`src/rtl/traffic_pkg.sv`:
```
// Shared encodings and LFSR helpers for the traffic generator/checker.
package traffic_pkg;

    typedef logic [1:0] mode_t;

    localparam mode_t MODE_INC   = 2'd0;
    localparam mode_t MODE_LFSR  = 2'd1;
    localparam mode_t MODE_FIXED = 2'd2;
    localparam mode_t MODE_RSVD  = 2'd3;

    localparam logic [1:0] ST_IDLE  = 2'd0;
    localparam logic [1:0] ST_BURST = 2'd1;
    localparam logic [1:0] ST_GAP   = 2'd2;

    // Tap masks: bit n-1 set for each x^n term of the feedback polynomial
    localparam logic [31:0] LFSR_TAPS_8  = 32'h0000_00B8;
    localparam logic [31:0] LFSR_TAPS_16 = 32'h0000_D008;
    localparam logic [31:0] LFSR_TAPS_32 = 32'h8020_0003;

    function automatic logic [31:0] lfsr_taps(input int unsigned dw);
        case (dw)
            8:       return LFSR_TAPS_8;
            16:      return LFSR_TAPS_16;
            default: return LFSR_TAPS_32;
        endcase
    endfunction

    // Fibonacci step, shifting left with feedback into bit 0; caller truncates to dw bits.
    function automatic logic [31:0] lfsr_next(input logic [31:0] cur, input int unsigned dw);
        logic fb;
        fb = ^(cur & lfsr_taps(dw));
        return {cur[30:0], fb};
    endfunction

endpackage

```
`src/rtl/traffic_gen_chk_pat_lane.sv`:
```
// One lane of pattern generation (INC / LFSR / FIXED); shared by the TX side and the checker.
module pat_lane
    import traffic_pkg::*;
#(
    parameter int unsigned DW   = 8,
    parameter int unsigned LANE = 0
) (
    input  logic          clk_i,
    input  logic          rst_ni,
    input  logic [1:0]    mode_i,
    input  logic [DW-1:0] seed_i,
    input  logic          load_i,
    input  logic          advance_i,
    output logic [DW-1:0] value_o
);

    localparam logic [DW-1:0] LANE_OFS = DW'(LANE);

    logic [1:0]    mode_q;
    logic [DW-1:0] value_q;
    logic [DW-1:0] value_d;
    logic [DW-1:0] lfsr_seed_s;
    logic [DW-1:0] init_s;
    logic [DW-1:0] step_s;

    // An all-zero LFSR state would lock up, so it is replaced by 1
    assign lfsr_seed_s = ((seed_i ^ LANE_OFS) == '0) ? DW'(1'b1) : (seed_i ^ LANE_OFS);

    // First value of the lane for the mode being loaded
    always_comb begin
        init_s = seed_i;
        case (mode_i)
            MODE_INC:  init_s = seed_i + LANE_OFS;
            MODE_LFSR: init_s = lfsr_seed_s;
            default:   init_s = seed_i;
        endcase
    end

    // Successor value for the latched mode
    always_comb begin
        step_s = value_q;
        case (mode_q)
            MODE_INC:  step_s = value_q + DW'(1'b1);
            MODE_LFSR: step_s = DW'(lfsr_next(32'(value_q), DW));
            default:   step_s = value_q;
        endcase
    end

    // Load has priority over advance
    always_comb begin
        value_d = value_q;
        if (load_i) begin
            value_d = init_s;
        end else if (advance_i) begin
            value_d = step_s;
        end else begin
            value_d = value_q;
        end
    end

    // Lane state registers
    always_ff @(posedge clk_i or negedge rst_ni) begin
        if (!rst_ni) begin
            mode_q  <= 2'd0;
            value_q <= '0;
        end else begin
            if (load_i) begin
                mode_q <= mode_i;
            end else begin
                mode_q <= mode_q;
            end
            value_q <= value_d;
        end
    end

    assign value_o = value_q;

endmodule

```
`config.mk`:
```
export PLATFORM = sky130hd
export DESIGN_NAME = pat_lane
export DESIGN_NICKNAME = d
export VERILOG_FILES = /design/src/rtl/traffic_pkg.sv /design/src/rtl/traffic_gen_chk_pat_lane.sv
export SDC_FILE = /design/constraint.sdc
export NUM_CORES = 1
export LEC_CHECK = 0
export ABC_CLOCK_PERIOD_IN_PS = 2200
export BUFFER_PORTS_ARGS = -buffer_cell sky130_fd_sc_hd__buf_2
export CAP_MARGIN = 25
export CORE_MARGIN = 2
export CORE_UTILIZATION = 45
export CTS_CLUSTER_DIAMETER = 200
export DETAILED_ROUTE_END_ITERATION = 8
export GPL_ROUTABILITY_DRIVEN = 0
export PLACE_DENSITY = 0.71
export SLEW_MARGIN = 20
export SYNTH_ARGS = -nofsm -noshare
export SYNTH_HDL_FRONTEND = slang
export SYNTH_SLANG_ARGS = --single-unit
```
`constraint.sdc`:
```
create_clock -name clk_i -period 2.2 [get_ports clk_i]
set_clock_uncertainty 0.15 [all_clocks]
set_input_delay 0.44 -clock clk_i [delete_from_list [all_inputs] [get_ports clk_i]]
set_output_delay 0.44 -clock clk_i [all_outputs]
set_load 0.01 [all_outputs]
```
==> impl_metrics.py, run 1 <==
metrics = {
    "synthesis": {
        "synth_flop_cell": "sky130_fd_sc_hd__dfrtp_1",
        "async_flop_share_pct": 100,
        "netlist_area_um2": 763,
        "avgSynthCellArea_um2": 8.87,
        "postSynthCellCount": 86,
        "ys.warnings.count": 0,
        "seq_area_frac_synth_pct": 32.8,
        "synth_top_area_share_pct": 32.8,
        "synth_fp_nets": 102,
        "netlist_top_cells_area": "sky130_fd_sc_hd__dfrtp_1, sky130_fd_sc_hd__a21oi_1, sky130_fd_sc_hd__buf_6, sky130_fd_sc_hd__mux2_2, sky130_fd_sc_hd__nand2_1",
        "synth_edf_count": 0,
        "yosys.cell_types.count": 32,
        "ys_ff_latch": 10,
        "synth_largest_area_cell": "sky130_fd_sc_hd__dfrtp_1",
    },
    "drt": {
        "firstDrtPassIters": 5,
        "antenna_left": 0,
        "drt-wirelength-per-cell_um": 15.2,
        "route.final.wire_length_mm": 1.86,
        "wl_met2_um": 853,
        "drc_viols": 0,
        "route.vias.total": 728,
        "detailroute.wirelength.met3_um": 138,
        "met1Wirelength_um": 813,
        "vias_per_cell": 5.97,
        "highest_layer": "met4",
        "detailedRoute.firstIterationViolations": 35,
    },
    "clock_network": {
        "worstSkewPairLatency_ns": 0.27,
        "cts_tree": "built",
        "cts_root_buf": "sky130_fd_sc_hd__clkbuf_4",
        "cts_resized": 0,
        "cts.sink_count": 10,
        "htree_num_levels": 1,
        "numCtsBuffers": 3,
        "path_clk_slew_ns": 0.07,
        "cts_max_path_buffers": 2,
    },
    "power": {
        "p_leak_nw": 0.394,
        "peakVddDrop_mv": 0.363,
        "design_power_total_w": 0.000547,
        "power.density_cell_area_nw_per_um2": 634,
    },
    "grt": {
        "grt-ovfl-total": 0,
        "grt_antenna_before_repair": 0,
        "grt_pass1_vias": 678,
        "grt_pass1_wl_mm": 2.99,
        "globalRouteTotalUtil_pct": 20.8,
        "grt_start_max_net_pins": 21,
    },
    "timing": {
        "grt_setup_unrepaired": "false",
        "report.final.hold_viol_count": 0,
        "whs_ns": 0.248,
        "period_needed_ns": 1.73,
        "timing.final.setup_violations": 0,
        "finalSetupTns_ns": 0,
        "fin_crit_sh_pct": 78.5,
        "max_freq_ghz": 0.579,
        "tightest_slew_ns": 0.358,
        "slew_violations": 0,
        "timing.slew.headroom_pct": 76.1,
    },
    "hold_path": {
        "min-delay-start": "seed_i[2]",
        "hold_path_cell_cnt": 3,
        "whs_endpoint": "value_o[2]",
        "worstHoldPathType": "in -> reg",
    },
    "layout": {
        "layout.core_utilization_pct": 56.0,
        "post_route_cells_drive_above_1_share_pct": 30.2,
        "antennaDiodeCount": 0,
        "design.final.nets": 124,
        "instances_no_fill": 122,
        "nFillCells": 157,
        "syn_to_final_growth_pct": 13.1,
    },
    "floorplan": {
        "design.die.area_um2": 2040,
        "ios": 22,
        "placementRows": 14,
        "placeableCoreArea_um2": 1540,
        "dieWidth_um": 45.2,
        "initial_core_util_pct": 49.5,
        "floorplan.die.height_um": 45.2,
    },
    "place": {
        "buffer_ports.inserted": 21,
        "dp.cells": 118,
        "detailedPlacementHpwl_mm": 1.38,
    },
    "critical_path": {
        "worst_r2r_src": "value_o[0]",
        "worst-setup-path-type": "reg -> reg",
        "r2r_end": "value_o[2]",
        "timing.critical_path.fanout_max": 7,
        "critical_path_required_ns": 2.20,
        "regToRegSetupSlack_ns": 0.47,
        "endpoint_kind": "register",
        "reg2reg_depth": 5,
        "critPathLaunchType": "register",
        "cp.arrival_ns": 1.72,
    },
    "status": {
        "run_status": "completed",
    },
    "job": {
        "drv_cap": 0,
    },
}
report_power, final:
part | internal, W | switching [W] | total, W | leakage [nW]
clock | 0.0000634 | 0.0000687 | 0.000132 | 0.0138
combinational | 0.0000829 | 0.0000919 | 0.000175 | 0.259
sequential | 0.000205 | 0.0000350 | 0.000240 | 0.121
total | 0.000352 | 0.000196 | 0.000547 | 0.394
synthesized netlist by cell type (all sizes together) (3+ instances only):
cell type   n
nor3        4
buf         5
o31ai       3
mux2        5
nor2        5
a21oi      11
nand2      10
o21ai       6
dfrtp      10
final cells by class:
cell class,instances,area [um2],area share (%)
Multi-Input combinational cell,68,440,51.0
Sequential cell,10,250,29.0
Timing Repair Buffer,23,123,14.2
Inverter,2,7.51,0.870
Tap cell,16,20.0,2.32
Clock buffer,3,22.5,2.61
cell families after synthesis:
| family | count (synthesis) | share of synthesized area, % |
|---|---|---|
| AOI/OAI and AO/OA | 26 | 20.0 |
| xor gates and xnor gates | 2 | 2.30 |
| adders and majority gates | 2 | 3.28 |
| buffers and inverters | 8 | 9.51 |
| DFF | 10 | 32.8 |
| muxes | 7 | 10.5 |
| and+or+nand+nor | 31 | 21.6 |
registers in the layout (all words and copies together), names as in the netlist:
signal / flops
mode_q: 2
value_o: 8
per-layer routing:
metal	vias up	GRT usage, %
met5	-	0
met4	0	14.1
met3	7	4.40
met2	38	30.0
met1	328	27.7
li1	355	-
timing repair:
item	CTS	global route
setup buffers	0	0
hold buffers	1	0
endpoints found under the hold margin	10	0
how the worst max path moves through the flow:
stage               startpoint  depth (start not counted)  slack [ns]          to
finish              value_o[0]                          5        0.47  value_o[2]
global route        value_o[0]                          5        0.36  value_o[2]
CTS                 value_o[0]                          5        0.47  value_o[2]
detailed placement  value_o[0]                          5        0.48  value_o[2]
global placement     advance_i                          5        0.47  value_o[0]
floorplan           value_o[0]                          5        0.57  value_o[2]
metrics by stage:
| stage | setup WS [ns] | cell area, um2 |
|---|---|---|
| finish | 0.474 | 863 |
| CTS | 0.467 | 863 |
| floorplan | 0.571 | 763 |
| global placement | 0.472 | 831 |
| detailed placement | 0.481 | 831 |
| global route | 0.355 | 863 |
critical path, stage by stage (launching register included):
cell	delay, ns
sky130_fd_sc_hd__dfrtp_1	0.45
sky130_fd_sc_hd__ha_1	0.28
sky130_fd_sc_hd__and2b_1	0.17
sky130_fd_sc_hd__mux2_4	0.26
sky130_fd_sc_hd__a22oi_1	0.22
sky130_fd_sc_hd__o21ai_1	0.08
cells in the final DEF, fill, tap and decap left out, types with 2 or more instances in the layout:
master,instances
sky130_fd_sc_hd__nor2_1,5
sky130_fd_sc_hd__nor3_1,4
sky130_fd_sc_hd__a21oi_1,11
sky130_fd_sc_hd__mux2_2,4
sky130_fd_sc_hd__nand2b_1,2
sky130_fd_sc_hd__ha_1,2
sky130_fd_sc_hd__nand4_1,2
sky130_fd_sc_hd__a31oi_1,2
sky130_fd_sc_hd__o21ai_0,5
sky130_fd_sc_hd__buf_2,21
sky130_fd_sc_hd__o31ai_1,3
sky130_fd_sc_hd__clkbuf_4,3
sky130_fd_sc_hd__xnor2_1,2
sky130_fd_sc_hd__inv_1,2
sky130_fd_sc_hd__dfrtp_1,10
sky130_fd_sc_hd__nand2_1,10
sky130_fd_sc_hd__mux2i_1,2
No activity file was read; power rests on OpenSTA's default activity.
==> run 2: changes to the inputs <==
ABC_CLOCK_PERIOD_IN_PS = 1450   (was 2200)
PLACE_DENSITY = 0.74   (was 0.71)
clock period = 1.45 ns   (was 2.2 ns; I/O delays follow)
==> run 2 against run 1 <==
Compared with the run above: the flow now finishes with violations (negative setup slack); global-route usage is 4.7 points higher; via count is 13% higher; clock power is 61% higher; sequential share of layout area is 5.3 points lower; critical path type unchanged; largest cell class unchanged; largest power group is now combinational cells.
==> impl_metrics.py, run 2 (synthesis results as in run 1) <==
metrics = {
    "status": {
        "run_status": "finished with violations",
        "failed_checks": "negative setup slack",
    },
    "grt": {
        "globalRouteTotalUtil_pct": 25.5,
        "grt_start_max_net_pins": 15,
        "grt-ovfl-total": 0,
        "grt_antenna_before_repair": 0,
        "grt_pass1_wl_mm": 3.68,
        "grt_pass1_vias": 839,
    },
    "power": {
        "power.density_cell_area_nw_per_um2": 901,
        "p_leak_nw": 0.494,
        "peakVddDrop_mv": 0.502,
        "design_power_total_w": 0.000976,
    },
    "clock_network": {
        "path_clk_slew_ns": 0.07,
        "cts_max_path_buffers": 2,
        "numCtsBuffers": 3,
        "cts.sink_count": 10,
        "cts_tree": "built",
        "cts_root_buf": "sky130_fd_sc_hd__clkbuf_4",
        "worstSkewPairLatency_ns": 0.27,
        "htree_num_levels": 1,
    },
    "drt": {
        "drt-wirelength-per-cell_um": 16.1,
        "vias_per_cell": 5.94,
        "route.vias.total": 826,
        "firstDrtPassIters": 4,
        "detailedRoute.firstIterationViolations": 15,
        "drc_viols": 0,
        "route.final.wire_length_mm": 2.23,
        "antenna_left": 0,
    },
    "place": {
        "detailedPlacementHpwl_mm": 1.60,
        "place_area_um2": 982,
        "buffer_ports.inserted": 21,
    },
    "timing": {
        "slew_violations": 0,
        "finalSetupTns_ns": -0.117,
        "tightest_slew_ns": 0.385,
        "grt_setup_unrepaired": "true",
        "timing.final.ws_setup_ns": -0.0727,
        "timing.final.setup_violations": 3,
        "max_freq_ghz": 0.657,
        "timing.slew.headroom_pct": 74.1,
        "whs_ns": 0.0843,
        "report.final.hold_viol_count": 0,
        "fin_crit_sh_pct": 105,
        "period_needed_ns": 1.52,
    },
    "critical_path": {
        "endpoint_kind": "register",
        "timing.critical_path.fanout_max": 4,
        "worst-setup-path-type": "reg -> reg",
        "critical_path_required_ns": 1.45,
        "critPathLaunchType": "register",
        "reg2reg_depth": 5,
        "cp.arrival_ns": 1.52,
    },
    "floorplan": {
        "ios": 22,
        "floorplan.die.height_um": 45.2,
        "placeableCoreArea_um2": 1540,
        "initial_core_util_pct": 49.5,
        "placementRows": 14,
        "design.die.area_um2": 2040,
        "dieWidth_um": 45.2,
    },
    "layout": {
        "layout.core_utilization_pct": 70.3,
        "antennaDiodeCount": 0,
        "fin_area_um2": 1080,
        "post_route_cells_drive_above_1_share_pct": 52.0,
        "largest_register_ffs": 8,
        "syn_to_final_growth_pct": 42.0,
        "design.final.nets": 140,
        "mostFrequentLayoutCells": "sky130_fd_sc_hd__buf_2, sky130_fd_sc_hd__buf_4, sky130_fd_sc_hd__a21oi_1, sky130_fd_sc_hd__nand2_1",
        "commonest_non_fill_non_tap_cell_in_the_layout": "sky130_fd_sc_hd__buf_2",
    },
    "hold_path": {
        "hold_path_cell_cnt": 3,
        "worstHoldPathType": "in -> reg",
    },
    "job": {
        "drv_cap": 0,
    },
}
[run 2: cell count changes in the layout (fill, tap and decap cells not counted), sizes merged]
cell	previous run	this run
buf	22	38
clkbuf	3	4
[run 2: per-stage QoR]
stage	setup WS, ns	cells
after global placement	-0.0293	133
final	-0.0727	139
after detailed placement	-0.0666	133
after global routing	-0.156	139
after floorplan	-0.0686	86
after CTS	-0.0825	139
[run 2: power breakdown]
part	internal (W)	leakage [nW]	total [W]	switching, W
combinational	0.000211	0.364	0.000406	0.000195
clock	0.000107	0.0150	0.000213	0.000106
sequential	0.000315	0.115	0.000357	0.0000426
[run 2: what timing repair did]
item,4_1_cts,5_1_grt
setup endpoints to repair,5,10
hold endpoints to repair,10,0
hold buffers,1,0
pin swaps,7,4
gates resized for setup,7,6
buffers inserted,1,0
[run 2: final timing paths]
path	from	end	slack, ns
max	value_o[1]	value_o[2]	-0.07
min	seed_i[3]	value_o[3]	0.08
max reg2reg	value_o[1]	value_o[2]	-0.07
min reg2reg	mode_q[0]	mode_q[0]	0.44
max in group asynchronous	rst_ni	value_o[4]	0.64
min in group asynchronous	rst_ni	mode_q[0]	0.28
[run 2: critical path: stages, from the launching register on]
cell and delay (ns):
sky130_fd_sc_hd__dfrtp_2 0.44, sky130_fd_sc_hd__ha_4 0.17, sky130_fd_sc_hd__and2b_1 0.15, sky130_fd_sc_hd__mux2_4 0.27, sky130_fd_sc_hd__a22oi_2 0.15, sky130_fd_sc_hd__o21ai_1 0.07
[run 2: area by class of cell]
type                            count  area, um2
Multi-Input combinational cell     68        523
Fill cell                         118        458
Sequential cell                    10        256
Timing Repair Buffer               39        250
Clock buffer                        4       26.3
Tap cell                           16       20.0
Inverter                            2       7.51
[run 2: layer usage]
layer | track usage [%] | vias to the layer above | part of all wire [%]
li1 | - | 388 | -
met1 | 32.3 | 391 | 43
met2 | 40.3 | 35 | 47
met3 | 6.00 | 12 | 6.0
met4 | 12.9 | 0 | 3.5
met5 | 0 | - | 0
==> run 3: changes to the inputs <==
PLACE_DENSITY = 0.75   (was 0.74)
==> run 3 against run 2 <==
Compared with the run above: the run still ends with negative setup slack left; global-route usage decreased by 3.2 points; die area is the same; maximum frequency shrank 2.6%; highest routed layer unchanged; combinational power down 3%; critical endpoint is now value_o[5]; first-iteration DRC count grew 120%; sequential cell count unchanged.
==> impl_metrics.py, run 3 (synthesis results as in run 1) <==
metrics = {
    "status": {
        "run_status": "finished with violations",
        "failed_checks": "negative setup slack",
    },
    "grt": {
        "grt_pass1_vias": 716,
        "grtUsageMet2_pct": 36.3,
        "grt.met3_usage_pct": 4.80,
        "grt_busiest_layer": "met2",
        "grt_antenna_before_repair": 0,
        "globalRouteTotalUtil_pct": 22.3,
        "grt_pass1_wl_mm": 3.24,
        "grt-ovfl-total": 0,
        "groute.layer.met1.usage_pct": 30.2,
        "grt_start_max_net_pins": 15,
    },
    "critical_path": {
        "regToRegSetupSlack_ns": -0.11,
        "worst_r2r_src": "value_o[3]",
        "timing.critical_path.fanout_max": 5,
        "cp.arrival_ns": 1.55,
        "max_stage_delay_ns": 0.44,
        "r2r_end": "value_o[5]",
        "endpoint_kind": "register",
        "reg2reg_depth": 4,
        "critical_path_required_ns": 1.44,
        "worstPathCellList": "nand4_1 -> mux2_4 -> o221ai_2 -> o211ai_1",
        "worst-setup-path-type": "reg -> reg",
        "cp_num_buf_inv": 0,
        "cp_slowest_cell": "sky130_fd_sc_hd__dfrtp_1",
        "cpLargestDelayFamily": "flip-flops",
        "critPathLaunchType": "register",
    },
    "power": {
        "power.density_cell_area_nw_per_um2": 925,
        "p_leak_nw": 0.508,
        "design_power_total_w": 0.00102,
        "peakVddDrop_mv": 0.589,
    },
    "timing": {
        "slew_violations": 0,
        "timing.final.ws_setup_ns": -0.113,
        "period_needed_ns": 1.56,
        "fin_crit_sh_pct": 108,
        "timing.slew.headroom_pct": 77.2,
        "tightest_slew_ns": 0.339,
        "timing.final.setup_violations": 7,
        "grt_setup_unrepaired": "true",
        "report.final.hold_viol_count": 0,
        "max_freq_ghz": 0.640,
    },
    "drt": {
        "detailedRoute.firstIterationViolations": 33,
        "drc_viols": 0,
        "route.vias.total": 841,
        "antenna_left": 0,
        "drt-wirelength-per-cell_um": 15.7,
        "firstDrtPassIters": 4,
        "route.final.wire_length_mm": 2.22,
        "vias_per_cell": 5.96,
    },
    "clock_network": {
        "numCtsBuffers": 3,
        "htree_num_levels": 1,
        "cts_tree": "built",
        "cts.sink_count": 10,
        "cts_root_buf": "sky130_fd_sc_hd__clkbuf_4",
        "path_clk_slew_ns": 0.07,
        "cts_max_path_buffers": 2,
        "worstSkewPairLatency_ns": 0.27,
    },
    "place": {
        "buffer_ports.inserted": 21,
        "detailedPlacementHpwl_mm": 1.52,
        "placement.setup.worst_slack_ns": -0.0802,
    },
    "layout": {
        "layout.core_utilization_pct": 71.3,
        "multiInputGateArea_um2": 510,
        "syn_to_final_growth_pct": 43.9,
        "regArea_um2": 255,
        "post_route_cells_drive_above_1_share_pct": 51.2,
        "largest_register_ffs": 8,
        "commonest_non_fill_non_tap_cell_in_the_layout": "sky130_fd_sc_hd__buf_2",
        "nFillCells": 118,
        "mostFrequentLayoutCells": "sky130_fd_sc_hd__buf_2, sky130_fd_sc_hd__buf_4, sky130_fd_sc_hd__a21oi_1, sky130_fd_sc_hd__nand2_1, sky130_fd_sc_hd__dfrtp_1",
        "antennaDiodeCount": 0,
        "design.final.nets": 142,
    },
    "floorplan": {
        "initial_core_util_pct": 49.5,
        "dieWidth_um": 45.2,
        "placementRows": 14,
        "design.die.area_um2": 2040,
        "ios": 22,
        "floorplan.die.height_um": 45.2,
        "placeableCoreArea_um2": 1540,
    },
    "job": {
        "drv_cap": 0,
    },
    "hold_path": {
        "min-delay-start": "seed_i[1]",
        "worstHoldPathType": "in -> reg",
        "whs_endpoint": "value_o[1]",
        "hold_path_cell_cnt": 3,
    },
}
==> run 3: changes by cell type in the layout (fill, tap and decap cells not counted), sizes merged <==
cell	previous run	this run
buf	38	40
==> run 3: per-stage QoR <==
step	std cells	hold slack, ns	cell area, um2	TNS [ns]
6_report	141	0.103	1100	-0.374
5_1_grt	141	0.104	1100	-0.827
4_1_cts	137	0.0965	1040	-0.110
3_5_place_dp	132	0.0236	975	-0.145
3_3_place_gp	132	0.0231	975	-0.121
2_1_floorplan	86	-0.156	806	-0.201
==> run 3: area by class of cell <==
class / instances / share of cell area (%)
clock buffer: 4 / 3.30
inverter: 2 / 0.683
multi-input combinational: 68 / 46.5
sequential: 10 / 23.2
tap: 16 / 1.82
timing repair buffer: 41 / 24.5
==> run 3: timing repair <==
item / CTS / global route
gates resized for setup: 3 / 8
setup endpoints to repair: 3 / 12
hold endpoints to repair: 10 / 0
pin swaps: 5 / 8
hold buffers: 1 / 0
setup buffers: 0 / 4
==> run 3: how the worst max path moves through the flow <==
stage | from | endpoint | slack [ns] | cells past startpoint
final | value_o[3] | value_o[5] | -0.11 | 4
after global placement | value_o[4] | value_o[0] | -0.08 | 5
after CTS | value_o[1] | value_o[2] | -0.07 | 5
after floorplan | value_o[3] | value_o[5] | -0.07 | 5
after detailed placement | value_o[4] | value_o[0] | -0.08 | 5
after global routing | value_o[3] | value_o[5] | -0.19 | 4
==> run 3: tightest hold or removal path: stages <==
cell and delay [ns]:
sky130_fd_sc_hd__buf_2 0.09, sky130_fd_sc_hd__nand2_1 0.04, sky130_fd_sc_hd__o21ai_0 0.06
==> run 3: layer usage <==
layer	vias to the layer above	wire length [um]	share of wire, %
li1	396	-	-
met1	382	941	42
met2	55	1040	47
met3	8	200	9.0
met4	0	34	1.5
met5	-	0	0
==> run 3: power by group <==
group / switching [W] / leakage (nW) / internal [W]
clock network: 0.000109 / 0.0210 / 0.000152
registers: 0.0000459 / 0.116 / 0.000314
logic: 0.000188 / 0.371 / 0.000206
